## src/rtl/segasys1_vid_pkg.sv

```systemverilog
// -----------------------------------------------------------------------------
// segasys1_vid_pkg
// Shared definitions for the character-ROM fetch scheduler:
//   - scheduler state encoding (ST_IDLE / ST_BUSY / ST_RESP)
//   - grant encoding (G_BG0 / G_BG1 / G_SPR)
//   - memory space select constants (MEM_SEL_TILE / MEM_SEL_SPR)
//   - address / data widths
//   - helpers: tile address widening, grant to strobe one-hot
// -----------------------------------------------------------------------------
package segasys1_vid_pkg;

    localparam int TILE_AW = 14;
    localparam int SPR_AW  = 18;
    localparam int MEM_DW  = 24;

    localparam logic [1:0] ST_IDLE = 2'd0;
    localparam logic [1:0] ST_BUSY = 2'd1;
    localparam logic [1:0] ST_RESP = 2'd2;

    typedef enum logic [1:0] {
        G_BG0 = 2'd0,
        G_BG1 = 2'd1,
        G_SPR = 2'd2
    } grant_t;

    localparam logic MEM_SEL_TILE = 1'b0;
    localparam logic MEM_SEL_SPR  = 1'b1;

    // Tile addresses live at the bottom of the 18-bit memory space.
    function automatic logic [SPR_AW-1:0] tile_to_mem(input logic [TILE_AW-1:0] ad);
        return {{(SPR_AW-TILE_AW){1'b0}}, ad};
    endfunction

    // Strobe vector ordering is {spr, bg1, bg0}.
    function automatic logic [2:0] grant_onehot(input grant_t g);
        logic [2:0] oh;
        case (g)
            G_BG0:   oh = 3'b001;
            G_BG1:   oh = 3'b010;
            G_SPR:   oh = 3'b100;
            default: oh = 3'b000;
        endcase
        return oh;
    endfunction

endpackage

```

## src/rtl/segasys1_vrom_prio.sv

```systemverilog
// -----------------------------------------------------------------------------
// segasys1_vrom_prio
// Combinational fixed-priority encoder BG0 > BG1 > SPR, with a promote input
// that lets a pending sprite request jump ahead of both backgrounds.
// Ports:
//   bg0_req, bg1_req, spr_req  in   request levels
//   promote                    in   sprite promotion (starvation relief)
//   any_req                    out  at least one request pending
//   grant                      out  winning requester (valid when any_req)
// -----------------------------------------------------------------------------
import segasys1_vid_pkg::*;

module segasys1_vrom_prio (
    input  logic   bg0_req,
    input  logic   bg1_req,
    input  logic   spr_req,
    input  logic   promote,
    output logic   any_req,
    output grant_t grant
);

    // Priority select; the promoted sprite overrides the fixed order.
    always_comb begin
        any_req = bg0_req | bg1_req | spr_req;
        grant   = G_BG0;
        if (promote && spr_req) begin
            grant = G_SPR;
        end else if (bg0_req) begin
            grant = G_BG0;
        end else if (bg1_req) begin
            grant = G_BG1;
        end else if (spr_req) begin
            grant = G_SPR;
        end else begin
            grant = G_BG0;
        end
    end

endmodule

```

## src/rtl/segasys1_vrom_sched.sv

```systemverilog
// -----------------------------------------------------------------------------
// segasys1_vrom_sched
// Shares one character-ROM memory port between BG0, BG1 and sprite fetches.
// One transaction outstanding; a transaction not acknowledged within TMO
// cycles completes with FILL data and sets the sticky err_tmo flag.
//
// Optional build macro: SEGASYS1_VROM_STARVE_GUARD_EN
//   When defined, a sprite that loses STARVE_LIM consecutive arbitrations
//   while requesting is promoted to win the next one.
//
// Ports:
//   VCLKx8, RESET_N             clock, async active-low reset
//   bg0_req/bg0_ad/bg0_vld      BG0 request, 14-bit address, response strobe
//   bg1_req/bg1_ad/bg1_vld      BG1 request, 14-bit address, response strobe
//   spr_req/spr_ad/spr_vld      sprite request, 18-bit address, strobe
//   rsp_dt                      shared response data (valid with any *_vld)
//   mem_req/mem_sel/mem_ad      memory request, space select, address
//   mem_ack/mem_dt              memory acknowledge with same-cycle data
//   err_clr/err_tmo             sticky timeout flag and its clear
// -----------------------------------------------------------------------------
import segasys1_vid_pkg::*;

module segasys1_vrom_sched #(
    parameter int          TMO        = 48,
    parameter logic [23:0] FILL       = 24'h000000,
    parameter int          STARVE_LIM = 4
) (
    input  logic                VCLKx8,
    input  logic                RESET_N,
    input  logic                bg0_req,
    input  logic [TILE_AW-1:0]  bg0_ad,
    output logic                bg0_vld,
    input  logic                bg1_req,
    input  logic [TILE_AW-1:0]  bg1_ad,
    output logic                bg1_vld,
    input  logic                spr_req,
    input  logic [SPR_AW-1:0]   spr_ad,
    output logic                spr_vld,
    output logic [MEM_DW-1:0]   rsp_dt,
    output logic                mem_req,
    output logic                mem_sel,
    output logic [SPR_AW-1:0]   mem_ad,
    input  logic                mem_ack,
    input  logic [MEM_DW-1:0]   mem_dt,
    input  logic                err_clr,
    output logic                err_tmo
);

    localparam int TW = (TMO > 1) ? $clog2(TMO) : 1;

    logic [1:0]        state_r;
    grant_t            grant_r;
    logic [TW-1:0]     tmo_cnt_r;
    logic [2:0]        vld_r;
    logic [MEM_DW-1:0] rsp_dt_r;
    logic              mem_req_r;
    logic              mem_sel_r;
    logic [SPR_AW-1:0] mem_ad_r;
    logic              err_tmo_r;

    logic              any_req_s;
    grant_t            grant_s;
    logic              promote_s;
    logic              tmo_hit_s;

    segasys1_vrom_prio u_prio (
        .bg0_req (bg0_req),
        .bg1_req (bg1_req),
        .spr_req (spr_req),
        .promote (promote_s),
        .any_req (any_req_s),
        .grant   (grant_s)
    );

    // Last unacknowledged BUSY cycle before the transaction is abandoned.
    assign tmo_hit_s = (state_r == ST_BUSY) && !mem_ack &&
                       (tmo_cnt_r == TW'(TMO - 1));

`ifdef SEGASYS1_VROM_STARVE_GUARD_EN
    logic [2:0] starve_cnt_r;

    assign promote_s = (starve_cnt_r >= 3'(STARVE_LIM));

    // Count consecutive arbitrations lost by a requesting sprite; saturates.
    always_ff @(posedge VCLKx8 or negedge RESET_N) begin
        if (!RESET_N) begin
            starve_cnt_r <= 3'd0;
        end else if (!spr_req) begin
            starve_cnt_r <= 3'd0;
        end else if ((state_r == ST_IDLE) && any_req_s) begin
            if (grant_s == G_SPR) begin
                starve_cnt_r <= 3'd0;
            end else if (starve_cnt_r < 3'(STARVE_LIM)) begin
                starve_cnt_r <= starve_cnt_r + 3'd1;
            end else begin
                starve_cnt_r <= starve_cnt_r;
            end
        end else begin
            starve_cnt_r <= starve_cnt_r;
        end
    end
`else
    // Pure fixed priority; the limit only matters with the guard built in.
    assign promote_s = (STARVE_LIM < 0);
`endif

    // Scheduler FSM: issue in IDLE, wait for ack or timeout in BUSY, strobe in RESP.
    always_ff @(posedge VCLKx8 or negedge RESET_N) begin
        if (!RESET_N) begin
            state_r   <= ST_IDLE;
            grant_r   <= G_BG0;
            tmo_cnt_r <= '0;
            vld_r     <= 3'b000;
            rsp_dt_r  <= 24'h000000;
            mem_req_r <= 1'b0;
            mem_sel_r <= MEM_SEL_TILE;
            mem_ad_r  <= 18'h00000;
        end else begin
            case (state_r)
                ST_IDLE: begin
                    vld_r <= 3'b000;
                    if (any_req_s) begin
                        grant_r   <= grant_s;
                        mem_req_r <= 1'b1;
                        tmo_cnt_r <= '0;
                        state_r   <= ST_BUSY;
                        case (grant_s)
                            G_BG0: begin
                                mem_sel_r <= MEM_SEL_TILE;
                                mem_ad_r  <= tile_to_mem(bg0_ad);
                            end
                            G_BG1: begin
                                mem_sel_r <= MEM_SEL_TILE;
                                mem_ad_r  <= tile_to_mem(bg1_ad);
                            end
                            G_SPR: begin
                                mem_sel_r <= MEM_SEL_SPR;
                                mem_ad_r  <= spr_ad;
                            end
                            default: begin
                                mem_sel_r <= MEM_SEL_TILE;
                                mem_ad_r  <= tile_to_mem(bg0_ad);
                            end
                        endcase
                    end else begin
                        state_r <= ST_IDLE;
                    end
                end
                ST_BUSY: begin
                    if (mem_ack) begin
                        rsp_dt_r  <= mem_dt;
                        vld_r     <= grant_onehot(grant_r);
                        mem_req_r <= 1'b0;
                        state_r   <= ST_RESP;
                    end else if (tmo_hit_s) begin
                        rsp_dt_r  <= FILL;
                        vld_r     <= grant_onehot(grant_r);
                        mem_req_r <= 1'b0;
                        state_r   <= ST_RESP;
                    end else begin
                        tmo_cnt_r <= tmo_cnt_r + TW'(1);
                    end
                end
                ST_RESP: begin
                    vld_r   <= 3'b000;
                    state_r <= ST_IDLE;
                end
                default: begin
                    vld_r     <= 3'b000;
                    mem_req_r <= 1'b0;
                    state_r   <= ST_IDLE;
                end
            endcase
        end
    end

    // Sticky timeout flag; a timeout in the same cycle as err_clr keeps it set.
    always_ff @(posedge VCLKx8 or negedge RESET_N) begin
        if (!RESET_N) begin
            err_tmo_r <= 1'b0;
        end else if (tmo_hit_s) begin
            err_tmo_r <= 1'b1;
        end else if (err_clr) begin
            err_tmo_r <= 1'b0;
        end else begin
            err_tmo_r <= err_tmo_r;
        end
    end

    assign bg0_vld = vld_r[0];
    assign bg1_vld = vld_r[1];
    assign spr_vld = vld_r[2];
    assign rsp_dt  = rsp_dt_r;
    assign mem_req = mem_req_r;
    assign mem_sel = mem_sel_r;
    assign mem_ad  = mem_ad_r;
    assign err_tmo = err_tmo_r;

endmodule

```

## config.mk

```make
export PLATFORM = sky130hd
export DESIGN_NAME = segasys1_vrom_sched
export DESIGN_NICKNAME = d
export VERILOG_FILES = /design/src/rtl/segasys1_vid_pkg.sv /design/src/rtl/segasys1_vrom_prio.sv /design/src/rtl/segasys1_vrom_sched.sv
export SDC_FILE = /design/constraint.sdc
export NUM_CORES = 1
export LEC_CHECK = 0
export CORE_UTILIZATION = 43
export CTS_CLUSTER_DIAMETER = 200
export DETAILED_ROUTE_END_ITERATION = 8
export PLACE_DENSITY = 0.81
export SLEW_MARGIN = 20
export SYNTH_ARGS = -nofsm -noshare
export SYNTH_HDL_FRONTEND = slang
export SYNTH_HIERARCHICAL = 1
export SYNTH_SLANG_ARGS = --single-unit
```

## constraint.sdc

```tcl
create_clock -name VCLKx8 -period 1.8 [get_ports VCLKx8]
set_clock_uncertainty 0.05 [all_clocks]
set_input_delay 0.27 -clock VCLKx8 [delete_from_list [all_inputs] [get_ports VCLKx8]]
set_output_delay 0.27 -clock VCLKx8 [all_outputs]
set_load 0.01 [all_outputs]
```

======== After elaboration in Yosys (flattened, before gate mapping) ========
Index checks and enable logic that the tools add are counted.
cells by class
  add/subtract/negate cells ............... 1
  multiply operators ...................... 0
  divide/modulo/power cells ............... 0
  order comparisons ....................... 0
  eq/ne operators ......................... 11
  shifts and indexed selects .............. 0
  muxes and demuxes ....................... 25
  bitwise operators ....................... 3
  reductions and logical operators ........ 12
operators with widths
  cell                                           count
  two-way mux 24 bit                             2
  case mux 18 bit (2 select lines)               1
  two-way mux 6 bit                              3
  case mux 6 bit (2 select lines)                1
  two-way mux 2 bit                              5
  two-way mux 3 bit                              3
  case mux 3 bit (3 select lines)                1
  two-way mux 1 bit                              7
  adder 6 x 1 -> 6 bit, second input constant    1
  == test 2 x 1 -> 1 bit, second input constant  3
  == test 2 bit, second input constant           3
  == test 6 bit, second input constant           1
  inequality test 2 bit, second input constant   3
  nonzero test 2 bit                             3
  zero test 2 bit                                2
  case mux 2 bit (2 select lines)                1
  AND reduction 2 bit                            2
  AND reduction 4 bit                            1
  inequality test 3 bit, second input constant   1
  case mux 1 bit (3 select lines)                1
  AND reduction 3 bit                            1
  logical AND 1 bit                              2
  bitwise OR 1 bit                               2
  zero test 1 bit                                1
  NOT 1 bit                                      1
storage, ports and cells
  bits in registers ....................... 58
  bits in latches ......................... 0
  memory bits (writable) .................. 0
  ROM bits ................................ 0
  bits of input ports ..................... 77
  output and inout port bits .............. 48
  word-level logic and storage cells ...... 61
  memories kept ........................... 0

======== Depth between registers and ports, before layout ========
  depth in word-level cells ............... 6
  mapped depth ............................ 8
  depth with buffers taken out ............ 6

======== By module ========
Netlist, hierarchy kept.
modules (own cells, without submodules)
  module               times used  cells an instance  area an instance (µm²)
  segasys1_vrom_sched  1           288                2914.0
  segasys1_vrom_prio   1           5                  28.8

======== Worst setup path before layout ========
Ideal clock, no wire load.
  kind .................................... input -> register
  start ................................... input bg1_req
  end ..................................... register mem_ad_r[2] (netlist: mem_ad[2])
  arrival time ............................ 1.641 ns
  data required time ...................... 1.655 ns
  slack ................................... 0.014 ns
  cell stages on the path ................. 8
  buffers on the path ..................... 2
  cells stage by stage .................... inv_1 -> a211oi_1 -> inv_1 -> ha_1 -> clkbuf_1 -> clkbuf_1 -> a221oi_1 -> o31ai_1
on the way
  longest elaborated chain between the ends .. 4
  elaborated cells on any way between the ends .. 8
  those cells by class .................... eq/ne (2); mux (3); bitwise (2); reduce/logical (1)
ends and longest elaborated chain
  element                                                         RTL line                    text
  start: declaration                                              segasys1_vrom_sched.sv:33   input logic bg1_req,
  two-way mux 2 bit *                                             segasys1_vrom_prio.sv:30    end else if (bg1_req) begin
  two-way mux 2 bit *                                             segasys1_vrom_prio.sv:28    end else if (bg0_req) begin
  via grant_s[0]                                                  segasys1_vrom_sched.sv:62   grant_t grant_s;
  == test 2 bit / == test 2 x 1 -> 1 bit (equally long branches)  segasys1_vrom_sched.sv:127  case (grant_s)
  case mux 18 bit (2 select lines) *                              segasys1_vrom_sched.sv:127
  end signal: assignment                                          segasys1_vrom_sched.sv:130  mem_ad_r <= tile_to_mem(bg0_ad);
  end signal: assignment                                          segasys1_vrom_sched.sv:134  mem_ad_r <= tile_to_mem(bg1_ad);
  end signal: assignment                                          segasys1_vrom_sched.sv:138  mem_ad_r <= spr_ad;
  end: declaration                                                segasys1_vrom_sched.sv:58   logic [SPR_AW-1:0] mem_ad_r;
The timed path passes the listed nets; every way through them passes the cells marked *.
A chain may end at the register's enable or synchronous reset.

======== Worst setup path in the final report ========
  start ................................... input spr_req
  end ..................................... register mem_ad_r[5] (netlist: mem_ad[5])
on the way
  longest elaborated chain between the ends .. 5
  elaborated cells on any way between the ends .. 8
  those cells by class .................... eq/ne (2); mux (4); bitwise (1); reduce/logical (1)
ends and longest elaborated chain
  element                                                         RTL line                    text
  start: declaration                                              segasys1_vrom_sched.sv:36   input logic spr_req,
  two-way mux 2 bit *                                             segasys1_vrom_prio.sv:32    end else if (spr_req) begin
  two-way mux 2 bit *                                             segasys1_vrom_prio.sv:30
  two-way mux 2 bit *                                             segasys1_vrom_prio.sv:28
  via grant_s[1]                                                  segasys1_vrom_sched.sv:62
  == test 2 bit / == test 2 x 1 -> 1 bit (equally long branches)  segasys1_vrom_sched.sv:127
  case mux 18 bit (2 select lines) *                              segasys1_vrom_sched.sv:127
Marks and branches as above.

==> flow_metrics.tcl <==
set metrics [dict create \
    outcome "finished, violations left" \
    failed_checks "design-rule violations" \
    synth_top_family_by_area "compound AO/OA/AOI/OAI gates" \
    yosysSeqAreaShare 0.493 \
    final_common_cell "clkdlybuf4s50_1" \
    yosys-top-cells-area "dfrtp_1, a221o_1, nand2b_1" \
    irDropWorstVdd_v 0.000804 \
    final_area_um2 4810 \
    reg2reg_from "state_r[1]$_DFFE_PN0P_" \
    place_congestion 0.797 \
    finalNonFillerCells 513 \
    insertion_delay_ns 0.34 \
    drive_gt1_frac 0.142 \
    worstPathArrival_ns 1.91 \
    multi_input_area_um2 1460 \
    grt_pass1_vias 2915 \
    die_area_um2 7180 \
    worst_setup_path_start_kind "input pin" \
    rsz0062_at_grt "no" \
    hold_viol 0 \
    setup_viol 0 \
    wire_per_inst_um 17.1 \
    p_int_mw 4.67 \
    critical_path_class "in2reg" \
    crit_path_end_kind "register" \
    grtUsageTotal 0.251 \
    cp_max_fo 11 \
    io_pins 125 \
    htreeDepth 3 \
    whs_ns 0.414 \
    postPlaceCellArea_um2 4420 \
    die_h_um 84.7 \
    clock_path_buffers 2 \
    clock_sinks 58 \
    via_count 2891 \
    grt_max_degree 59 \
    combPwrFrac 0.453 \
    clk_pin_slew_ns 0.07 \
    dr.pass1.iters 8 \
    leakagePower_nw 2.02 \
    synth_area_um2 2940 \
    drt-total-wl_mm 8.78 \
    ys_types 39 \
    num-fill-cells 425 \
    num_rows 29 \
    layout_common_cells "clkdlybuf4s50_1, dfrtp_1, nand2_1" \
    yosysWarnings 6 \
    total_power_mw 7.01 \
    timing.fmax_ghz 0.574 \
    slew_viol_final 0 \
    power_density_nw_per_um2 1460 \
    seqCellArea_um2 1450 \
    ant_nets 0 \
    rrSetupSlack_ns 0.14 \
    synthXorXnorAreaFrac 0 \
    hp-class "in2async" \
    fin_crit_ns 1.74 \
    required_ns 1.97 \
    grt_overflow 0 \
    start_util 0.453 \
    synth-seq-cells 58 \
    synthMuxAreaShare 0.0208 \
    seqPwrFrac 0.328 \
    yosys.area_share.simple 0.175 \
    vias_per_cell 5.64 \
    antenna_found_initial 0 \
    avgSynthCellArea_um2 10.0 \
    drt_iter0_drc 190 \
    cts_made_buffers 9 \
    cts_tree "yes" \
    timing.final.crit_share 0.968 \
    max_cap_violations 0 \
    synth_top_area_frac 0.493 \
    grt_pass1_wl_mm 14.2 \
    dp.cells 495 \
    nNetsFinal 511 \
    drc 10 \
    reg2regPathDepth 3 \
    clock_power_share 0.219 \
    swShare 0.334 \
    coreArea_um2 6490 \
    synth-compound-area-share 0.246 \
    synth_top_cell_by_area "dfrtp_1" \
    synthAdderAreaFrac 0.0128 \
    reg2reg_to "tmo_cnt_r[5]$_DFFE_PN0P_" \
    clockRootBuffer "clkbuf_8" \
    portBuffers 124 \
    die_w_um 84.7 \
    syn_to_final_growth_pct 63.6 \
    p_sw_mw 2.34 \
    syn_inst 293 \
    antenna_cells 0 \
    place_hpwl_mm 6.06 \
]
## sequential cells by signal, indices dropped and copies added (netlist names)
signal / cells
rsp_dt: 24
mem_ad: 18
tmo_cnt_r: 6
state_r: 2
mem_req: 1
grant_r: 2
vld_r: 3
mem_sel: 1
err_tmo: 1
## worst max-delay path by stage
stage / startpoint / end / slack (ns) / cells past startpoint
5_1_grt: spr_req / mem_ad[9]$_DFFE_PN0N_ / 0.01 / 8
3_3_place_gp: bg1_req / mem_ad[11]$_DFFE_PN0N_ / -0.36 / 8
3_5_place_dp: bg1_req / mem_ad[8]$_DFFE_PN0N_ / -0.48 / 8
6_report: spr_req / mem_ad[5]$_DFFE_PN0N_ / 0.06 / 8
4_1_cts: bg0_req / mem_ad[12]$_DFFE_PN0N_ / -0.001 / 8
2_1_floorplan: bg1_req / mem_ad[2]$_DFFE_PN0N_ / 0.01 / 8
## synthesized netlist by cell type
library cell / number
a211oi_1: 1
a21oi_1: 26
a221o_1: 24
a221oi_1: 15
a22oi_1: 1
a32o_1: 1
and2_1: 2
and2b_1: 1
and3b_1: 1
and4b_1: 1
buf_2: 6
buf_4: 2
clkbuf_1: 19
conb_1: 1
dfrtp_1: 58
ha_1: 3
inv_1: 9
mux2_2: 1
mux2i_1: 5
nand2_1: 29
nand2b_1: 24
nand3_1: 4
nand3b_1: 4
nor2_1: 3
nor2b_1: 15
nor3b_1: 1
nor4bb_1: 1
o21a_1: 1
o21ai_0: 10
o22ai_1: 1
o2bb2ai_1: 1
o311a_1: 1
o31ai_1: 14
o32ai_1: 1
or2b_1: 1
or3_1: 2
or3b_1: 1
or3b_2: 1
or4_1: 1
## power by group through the flow
stage	clock network [mW]	logic (mW)	registers, mW
2_1_floorplan	0	1.23	2.47
3_3_place_gp	0	2.99	2.27
3_5_place_dp	0	3.08	2.31
4_1_cts	1.54	3.15	2.29
5_1_grt	1.62	3.42	2.37
6_report	1.53	3.17	2.30
## critical path: stages
cell and delay [ns]:
clkdlybuf4s50_1 0.47, buf_4 0.11, o21a_1 0.20, inv_1 0.09, ha_1 0.22, buf_6 0.17, a221oi_2 0.28, o31ai_1 0.09
## metal layers
layer	track usage	up-vias	share of wire
li1	-	1361	-
met1	0.312	1397	0.41
met2	0.422	121	0.50
met3	0.0728	12	0.075
met4	0.0832	0	0.012
met5	0	-	0
## layout make-up
type,count,area share
clock buffers,11,0.0315
clock inverters,5,0.0208
inverters,9,0.00702
multi-input cells,200,0.304
flip-flops and latches,58,0.302
well taps,77,0.0200
repair buffers,153,0.316
## cell families (layout without fill, tap and decap cells)
logic type / count (synthesis) / after routing
flip-flops: 58 / 58
AO/OA/AOI/OAI: 97 / 97
multiplexers: 6 / 6
other: 1 / 2
AND/OR/NAND/NOR: 92 / 92
buffers and inverters: 36 / 178
adder cells (fa/ha/maj): 3 / 3
## timing repair
item                       4_1_cts  5_1_grt
cloned                           0        0
hold endpoints to repair        58        0
buffers inserted                 0        1
resized for setup               10       12
hold buffers                     1        0
pin swaps                        3        4
setup endpoints to repair       14       14
## per-stage QoR
step	TNS (ns)	utilization	worst slack, ns
after floorplan	0	-	0.0137
after global placement	-8.11	0.680	-0.363
after detailed placement	-9.30	0.680	-0.483
after CTS	-0.00196	0.728	-0.00135
after global routing	0	0.741	0.0135
final	0	0.741	0.0574
Note: power is estimated with default switching activity, not from simulation.
